`src/rtl/sar_scan_ctrl.sv`:
```
// sar_scan_ctrl: multi-channel SAR conversion controller.
// Scans a latched channel mask once or continuously. For each channel it
// holds sample/hold closed for SETTLE cycles and then runs a SIZE-cycle
// binary search against an external clocked comparator. Results leave
// through a registered valid/ready port with sticky overrun detection.
// Optional feature macro: SAR_AVG_EN (average 2^AVG_LOG2 conversions per
// channel; with the macro undefined, one conversion per channel).
module sar_scan_ctrl #(
   parameter int SIZE     = 8,
   parameter int NCH      = 4,
   parameter int SETTLE   = 2,
   parameter int AVG_LOG2 = 2,
   localparam int CW      = (NCH > 1) ? $clog2(NCH) : 1
) (
   input  logic            clk,
   input  logic            rst_n,
   input  logic            start,
   input  logic            cont,
   input  logic [NCH-1:0]  ch_mask,
   input  logic            cmp,
   output logic [SIZE-1:0] dac,
   output logic [SIZE-1:0] dacn,
   output logic            sample,
   output logic [CW-1:0]   ch_sel,
   output logic            clkn,
   output logic            busy,
   output logic [SIZE-1:0] data,
   output logic [CW-1:0]   data_ch,
   output logic            data_valid,
   input  logic            data_ready,
   output logic            overrun
);

   localparam int SCW = $clog2(SETTLE + 1);
   localparam logic [SIZE-1:0] MSB = {1'b1, {(SIZE-1){1'b0}}};

   // Reject parameter sets the datapath cannot represent.
   if (SIZE < 2 || NCH < 1 || SETTLE < 1 || AVG_LOG2 < 0) begin : g_param_chk
      $error("sar_scan_ctrl: illegal parameter value");
   end

   typedef enum logic [1:0] {
      S_IDLE,
      S_SAMPLE,
      S_CONV,
      S_STORE
   } state_e;

   state_e          state_q, state_d;
   logic [NCH-1:0]  mask_q, mask_d;
   logic [CW-1:0]   ch_q, ch_d;
   logic [SIZE-1:0] shift_q, shift_d;
   logic [SIZE-1:0] result_q, result_d;
   logic [SCW-1:0]  cnt_q, cnt_d;
   logic [SIZE-1:0] data_q, data_d;
   logic [CW-1:0]   data_ch_q, data_ch_d;
   logic            valid_q, valid_d;
   logic            ovr_q, ovr_d;

   logic [SIZE-1:0] conv_res;
   logic [SIZE-1:0] push_val;
   logic            push;
   logic [CW-1:0]   first_start;
   logic [CW-1:0]   first_mask;
   logic [CW-1:0]   next_ch;
   logic            has_next;

`ifdef SAR_AVG_EN
   localparam int ACCW  = SIZE + AVG_LOG2;
   localparam int ACW   = (AVG_LOG2 > 0) ? AVG_LOG2 : 1;
   localparam int AVG_N = 1 << AVG_LOG2;

   logic [ACCW-1:0] acc_q, acc_d;
   logic [ACW-1:0]  avg_q, avg_d;

   assign push_val = acc_q[ACCW-1:AVG_LOG2];
`else
   assign push_val = result_q;
`endif

   // Channel search: lowest set bit of the incoming mask (start), lowest set
   // bit of the latched mask (wrap) and next set bit above the current channel.
   always_comb begin
      first_start = '0;
      first_mask  = '0;
      next_ch     = '0;
      has_next    = 1'b0;
      for (int unsigned i = NCH; i > 0; i--) begin
         if (ch_mask[i-1]) first_start = CW'(i - 1);
         if (mask_q[i-1])  first_mask  = CW'(i - 1);
         if (mask_q[i-1] && ((i - 1) > 32'(ch_q))) begin
            next_ch  = CW'(i - 1);
            has_next = 1'b1;
         end
      end
   end

   // Next-state logic for the scan FSM, SAR datapath and output port.
   always_comb begin
      state_d   = state_q;
      mask_d    = mask_q;
      ch_d      = ch_q;
      shift_d   = shift_q;
      result_d  = result_q;
      cnt_d     = cnt_q;
      data_d    = data_q;
      data_ch_d = data_ch_q;
      valid_d   = valid_q;
      ovr_d     = ovr_q;
      push      = 1'b0;
      conv_res  = (result_q | (shift_q >> 1)) & (cmp ? '1 : ~shift_q);
`ifdef SAR_AVG_EN
      acc_d     = acc_q;
      avg_d     = avg_q;
`endif

      case (state_q)
         S_IDLE: begin
            if (start && (|ch_mask)) begin
               state_d  = S_SAMPLE;
               mask_d   = ch_mask;
               ch_d     = first_start;
               ovr_d    = 1'b0;
               result_d = MSB;
               cnt_d    = '0;
`ifdef SAR_AVG_EN
               acc_d    = '0;
               avg_d    = '0;
`endif
            end
         end

         S_SAMPLE: begin
            if (cnt_q == SCW'(SETTLE - 1)) begin
               state_d  = S_CONV;
               cnt_d    = '0;
               shift_d  = MSB;
               result_d = MSB;
            end else begin
               cnt_d = cnt_q + SCW'(1);
            end
         end

         S_CONV: begin
            result_d = conv_res;
            shift_d  = shift_q >> 1;
            if (shift_q == SIZE'(1)) begin
`ifdef SAR_AVG_EN
               // The final bit decision is folded into the sum on the same
               // edge, so a repeat conversion can start SAMPLE immediately.
               acc_d = acc_q + ACCW'(conv_res);
               if (avg_q == ACW'(AVG_N - 1)) begin
                  state_d = S_STORE;
               end else begin
                  avg_d    = avg_q + ACW'(1);
                  state_d  = S_SAMPLE;
                  result_d = MSB;
               end
`else
               state_d = S_STORE;
`endif
            end
         end

         S_STORE: begin
            push = 1'b1;
            if (has_next || cont) begin
               state_d  = S_SAMPLE;
               ch_d     = has_next ? next_ch : first_mask;
               result_d = MSB;
               cnt_d    = '0;
`ifdef SAR_AVG_EN
               acc_d    = '0;
               avg_d    = '0;
`endif
            end else begin
               state_d = S_IDLE;
            end
         end

         default: state_d = S_IDLE;
      endcase

      if (push) begin
         if (!valid_q || data_ready) begin
            data_d    = push_val;
            data_ch_d = ch_q;
            valid_d   = 1'b1;
         end else begin
            ovr_d = 1'b1;
         end
      end else if (valid_q && data_ready) begin
         valid_d = 1'b0;
      end
   end

   // State and datapath registers.
   always_ff @(posedge clk or negedge rst_n) begin
      if (!rst_n) begin
         state_q   <= S_IDLE;
         mask_q    <= '0;
         ch_q      <= '0;
         shift_q   <= '0;
         result_q  <= MSB;
         cnt_q     <= '0;
         data_q    <= '0;
         data_ch_q <= '0;
         valid_q   <= 1'b0;
         ovr_q     <= 1'b0;
      end else begin
         state_q   <= state_d;
         mask_q    <= mask_d;
         ch_q      <= ch_d;
         shift_q   <= shift_d;
         result_q  <= result_d;
         cnt_q     <= cnt_d;
         data_q    <= data_d;
         data_ch_q <= data_ch_d;
         valid_q   <= valid_d;
         ovr_q     <= ovr_d;
      end
   end

`ifdef SAR_AVG_EN
   // Averaging accumulator and per-channel conversion counter.
   always_ff @(posedge clk or negedge rst_n) begin
      if (!rst_n) begin
         acc_q <= '0;
         avg_q <= '0;
      end else begin
         acc_q <= acc_d;
         avg_q <= avg_d;
      end
   end
`endif

   assign dac        = result_q;
   assign dacn       = ~result_q;
   assign sample     = (state_q == S_SAMPLE);
   assign ch_sel     = ch_q;
   assign clkn       = ~clk;
   assign busy       = (state_q != S_IDLE);
   assign data       = data_q;
   assign data_ch    = data_ch_q;
   assign data_valid = valid_q;
   assign overrun    = ovr_q;

endmodule

```
`config.mk`:
```
export PLATFORM = sky130hd
export DESIGN_NAME = sar_scan_ctrl
export DESIGN_NICKNAME = d
export VERILOG_FILES = /design/src/rtl/sar_scan_ctrl.sv
export SDC_FILE = /design/constraint.sdc
export NUM_CORES = 1
export LEC_CHECK = 0
export BUFFER_PORTS_ARGS = -buffer_cell sky130_fd_sc_hd__buf_2
export CAP_MARGIN = 20
export CORE_MARGIN = 1
export CORE_UTILIZATION = 55
export CTS_BUF_LIST = sky130_fd_sc_hd__clkbuf_4 sky130_fd_sc_hd__clkbuf_8
export DETAILED_ROUTE_END_ITERATION = 10
export PLACE_DENSITY = 0.81
export REMOVE_ABC_BUFFERS = 1
export SYNTH_ARGS = -nofsm -noshare
export SYNTH_HDL_FRONTEND = slang
export SYNTH_SLANG_ARGS = --single-unit
export TNS_END_PERCENT = 100
```
`constraint.sdc`:
```
create_clock -name clk -period 1.8 [get_ports clk]
set_input_delay 0.36 -clock clk [delete_from_list [all_inputs] [get_ports clk]]
set_output_delay 0.36 -clock clk [all_outputs]
set_load 0.005 [all_outputs]
```
* Word level (Yosys, flattened, before mapping)
Cells that the tools add are included.
** Storage, ports and cells
- Logic and storage cells :: 93
- Register bits after elaboration :: 38
- Input port bits :: 10
** Operators by class
- $add $sub $neg :: 1
- $lt $le $gt $ge :: 3
- Equal/unequal tests :: 10
- Mux-type cells :: 41
- Bitwise logic cells :: 5
- Reductions and logical operators :: 23
** Operators by type and width (count)
- $mux W2 :: 20
- $mux W8 :: 4
- $pmux W8 S4 :: 1
- $not A8 Y8 :: 2
- $pmux W8 S2 :: 1
- $mux W1 :: 12
- $reduce_and A3 Y1 :: 4
- $and A8 B8 Y8 :: 1
- $eq A8 B1 Y1 const B :: 1
- $or A8 B7 Y8 :: 1
- $pmux W2 S4 :: 1
- $reduce_and A2 Y1 :: 4
- $reduce_bool A2 Y1 :: 4
- $ne A2 B2 Y1 const B :: 3
- $pmux W2 S3 :: 1
- $logic_and A1 B1 Y1 :: 5
- $eq A2 B1 Y1 const B :: 2
- $eq A2 B2 Y1 const B :: 2
- $gt A2 B2 Y1 const A :: 2
- $ne A2 B1 Y1 const B :: 2
- $pmux W2 S2 :: 1
- $reduce_or A4 Y1 :: 1
- $reduce_bool A3 Y1 :: 1
- $add A2 B1 Y2 const B :: 1
- 5 further kinds :: 6

* Longest topological paths before layout
- Depth after elaboration :: 8
- Gate-level depth with buffers :: 7
- Mapped depth without buffers :: 6

==> flow_summary.ini <==
[floorplan]
start_util_pct = 59.8
dieArea_mm2 = 0.00367
die_w_um = 60.6
row_count = 20
ios = 43
die-height_um = 60.6
fp.coreArea_mm2 = 0.00315

[global_routing]
gr-total-overflow = 0
grt_start_max_net_pins = 21
grt.total_usage_pct = 26.1
first_global_vias = 1508
antenna_found_initial = 0
grt_pass1_wl_um = 6970

[routing]
vias = 1628
initialDrtViolationCount = 119
drc = 0
drtAntennaViolNets = 0
viasPerCell = 5.71
drt-wirelength-per-cell_um = 15.6
routed_wirelength_um = 4440
dr.pass1.iters = 4

[sta]
tns_ns = 0
setup_violations = 0
post-route-min-period_ns = 1.77
fin_ws_ns = 0.0293
fmax_mhz = 565
rsz0062_at_grt = yes
slew_violations = 0
timing.final.crit_share_pct = 98.4
hold_ws_ns = 0.297
slew_headroom_pct = 68.4
fin_skew_ns = 0.00720
tightest_slew_ns = 0.474
finalHoldViolCount = 0

[yosys]
ys_seq_area_share_pct = 50.5
synthCells = 181
synthArstFlopShare_pct = 100
yosysUniqueCellTypes = 42
synthTopCellsByCount = dfrtp_1 (37), inv_1 (19), o21ai_0 (18), nand2_1 (16), a22o_1 (8)
syn-cell-area_mm2 = 0.00189
synth_area_leaders = dfrtp_1 (49%), o21ai_0 (4.8%), inv_1 (3.8%)
synth_area_leader_cell = dfrtp_1
synth_area_per_cell_um2 = 10.4
yosysMostFrequentCell = dfrtp_1
synth_top_area_share_pct = 49.1
ys_ff_latch = 38
ys_warn_count = 0
synthFlopType = dfrtp_1
synth_edf_count = 0

[place]
place_ws_ns = -0.0386
port_buffers = 42
hpwl_um = 3260
place.gp.congestion = 0.867
dp.cells = 274
place_area_mm2 = 0.00223

[worst_setup_path]
rrSetupSlack_ns = 0.09
reg2reg_depth = 6
critPathMaxStageDelay_ns = 0.42
cp.arrival_ns = 1.41
critPathRequiredTime_ns = 1.44
r2r_end = ch_sel[1]$_DFFE_PN0P_
path_max_fanout = 3
crit_chain = inv_1 -> ha_2 -> buf_4 -> inv_1 -> buf_2
start_kind = flip-flop
crit_top_cell = inv_1
worst-path-buf-inv = 4
endpoint_kind = primary output
critPathSlowestCell = dfrtp_1
reg2reg_from = state_q[0]$_DFFE_PN0P_
path_class = flip-flop to primary output
critPathTopFamily = buffers and inverters

[pwr]
netSwitchingFraction_pct = 40.9
cellLeakagePower_nw = 1.16
max-vdd-ir-drop_v = 0.000930
power-per-cell-area_mw_per_mm2 = 1690
pwr-share-seq_pct = 36.3
switchingPower_mw = 1.61
p_int_mw = 2.32
p_comb_share_pct = 50.5
p_clk_share_pct = 13.2

[clock_network]
cts_buffer_depth = 2
clkLatencyLatePin_ns = 0.35
cts_made_buffers = 5
path_clk_slew_ns = 0.11
cts_tree = done
cts-root-buf = clkbuf_4
h-tree-depth = 2

[final_layout]
synthToLayoutAreaGrowth_pct = 23.3
drive_gt1_share_pct = 33.6
layout.nets = 255
final_cells = 285
fillers = 244
antenna_cells = 0
fin_area_mm2 = 0.00233

[hold_path]
min_to = data_valid$_DFFE_PN0P_
holdPathStages = 3
hp-start = data_ready
min_path_type = input pin to flip-flop

[run]
cap_violations = 0

[status]
status = finished clean
-- metal layers --
| metal | track usage, % | routed length [µm] | part of all wire, % | up-vias |
|---|---|---|---|---|
| met3 | 5.76 | 237 | 5.3 | 14 |
| li1 | - | - | - | 771 |
| met2 | 44.0 | 2170 | 49 | 68 |
| met5 | 0 | 0 | 0 | - |
| met4 | 10.4 | 106 | 2.4 | 0 |
| met1 | 32.6 | 1930 | 43 | 775 |
-- layout make-up --
| cell class | count | area, µm² | area share, % |
|---|---|---|---|
| inverters | 19 | 71.3 | 3.06 |
| clock buffers | 8 | 63.8 | 2.74 |
| well taps | 44 | 55.1 | 2.37 |
| repair buffers | 58 | 348 | 14.9 |
| clock inverters | 2 | 8.76 | 0.376 |
| multi-input cells | 116 | 828 | 35.6 |
| flip-flops and latches | 38 | 952 | 40.9 |
-- cell usage in the layout (no fill, tap or decap), types with 2 or more instances in the layout --
master    netlist  layout
buf_2           4      42
dfrtp_1        37      37
inv_1          19      19
o21ai_0        18      18
nand2_1        16      16
buf_4           1      15
a22o_1          8       8
a21o_1          7       7
o211ai_1        7       7
a22oi_1         7       7
clkbuf_4        0       6
nand2b_1        5       5
nor2b_1         4       4
mux2_2          4       4
ha_1            5       4
a21oi_1         3       3
nand3_1         2       2
o21a_1          3       2
nand3b_1        2       2
nor4_1          2       2
nor2_1          2       2
a31oi_1         2       2
mux2i_1         2       2
-- sequential cells by signal (all words and copies together) (netlist names), 2 cells and up --
signal	count
data	8
shift_q	8
dac	8
ch_sel	2
mask_q	4
cnt_q	2
data_ch	2
state_q	2
-- how the worst max path moves through the flow --
stage / end / start / cells past startpoint
floorplan: dac[0]$_DFFE_PN0P_ / state_q[0]$_DFFE_PN0P_ / 6
global placement: cnt_q[0]$_DFFE_PN0P_ / ch_mask[0] / 5
detailed placement: dac[2]$_DFFE_PN0P_ / state_q[0]$_DFFE_PN0P_ / 6
CTS: busy / state_q[0]$_DFFE_PN0P_ / 5
global route: busy / state_q[0]$_DFFE_PN0P_ / 5
finish: busy / state_q[0]$_DFFE_PN0P_ / 5
-- kinds of logic after synthesis --
kind of cell,after synthesis,share of synthesized area [%]
AOI/OAI and AO/OA,67,25.8
muxes,8,4.84
buffers and inverters,27,5.84
and+or+nand+nor,36,9.75
adders and majority gates,5,3.32
DFF,38,50.5
-- through the flow --
stage / util (%) / power, mW
finish: 73.8 / 3.93
global route: 73.8 / 4.22
CTS: 73.5 / 3.90
detailed placement: 70.9 / 3.38
global placement: 70.9 / 3.25
floorplan: - / 2.57
-- power groups by stage --
stage	registers (mW)	clock network, mW	logic, mW
5_1_grt	1.47	0.565	2.18
3_5_place_dp	1.43	0.0310	1.92
4_1_cts	1.41	0.526	1.96
2_1_floorplan	1.40	0.0127	1.15
6_report	1.43	0.519	1.99
3_3_place_gp	1.40	0.0310	1.81
-- worst reg2reg max path: stages, from the launching register on --
cell	delay [ns]
dfrtp_1	0.40
buf_4	0.12
buf_4	0.10
ha_1	0.21
nand3b_1	0.19
o221ai_2	0.26
mux2_4	0.32
-- what timing repair did --
action / 4_1_cts / 5_1_grt
buffers inserted: 1 / 1
hold buffers: 1 / 0
pin swaps: 0 / 0
endpoints found under the hold margin: 18 / 0
gates resized for setup: 1 / 1
setup endpoints to repair: 7 / 6
Note: power is estimated with default switching activity, not from simulation.
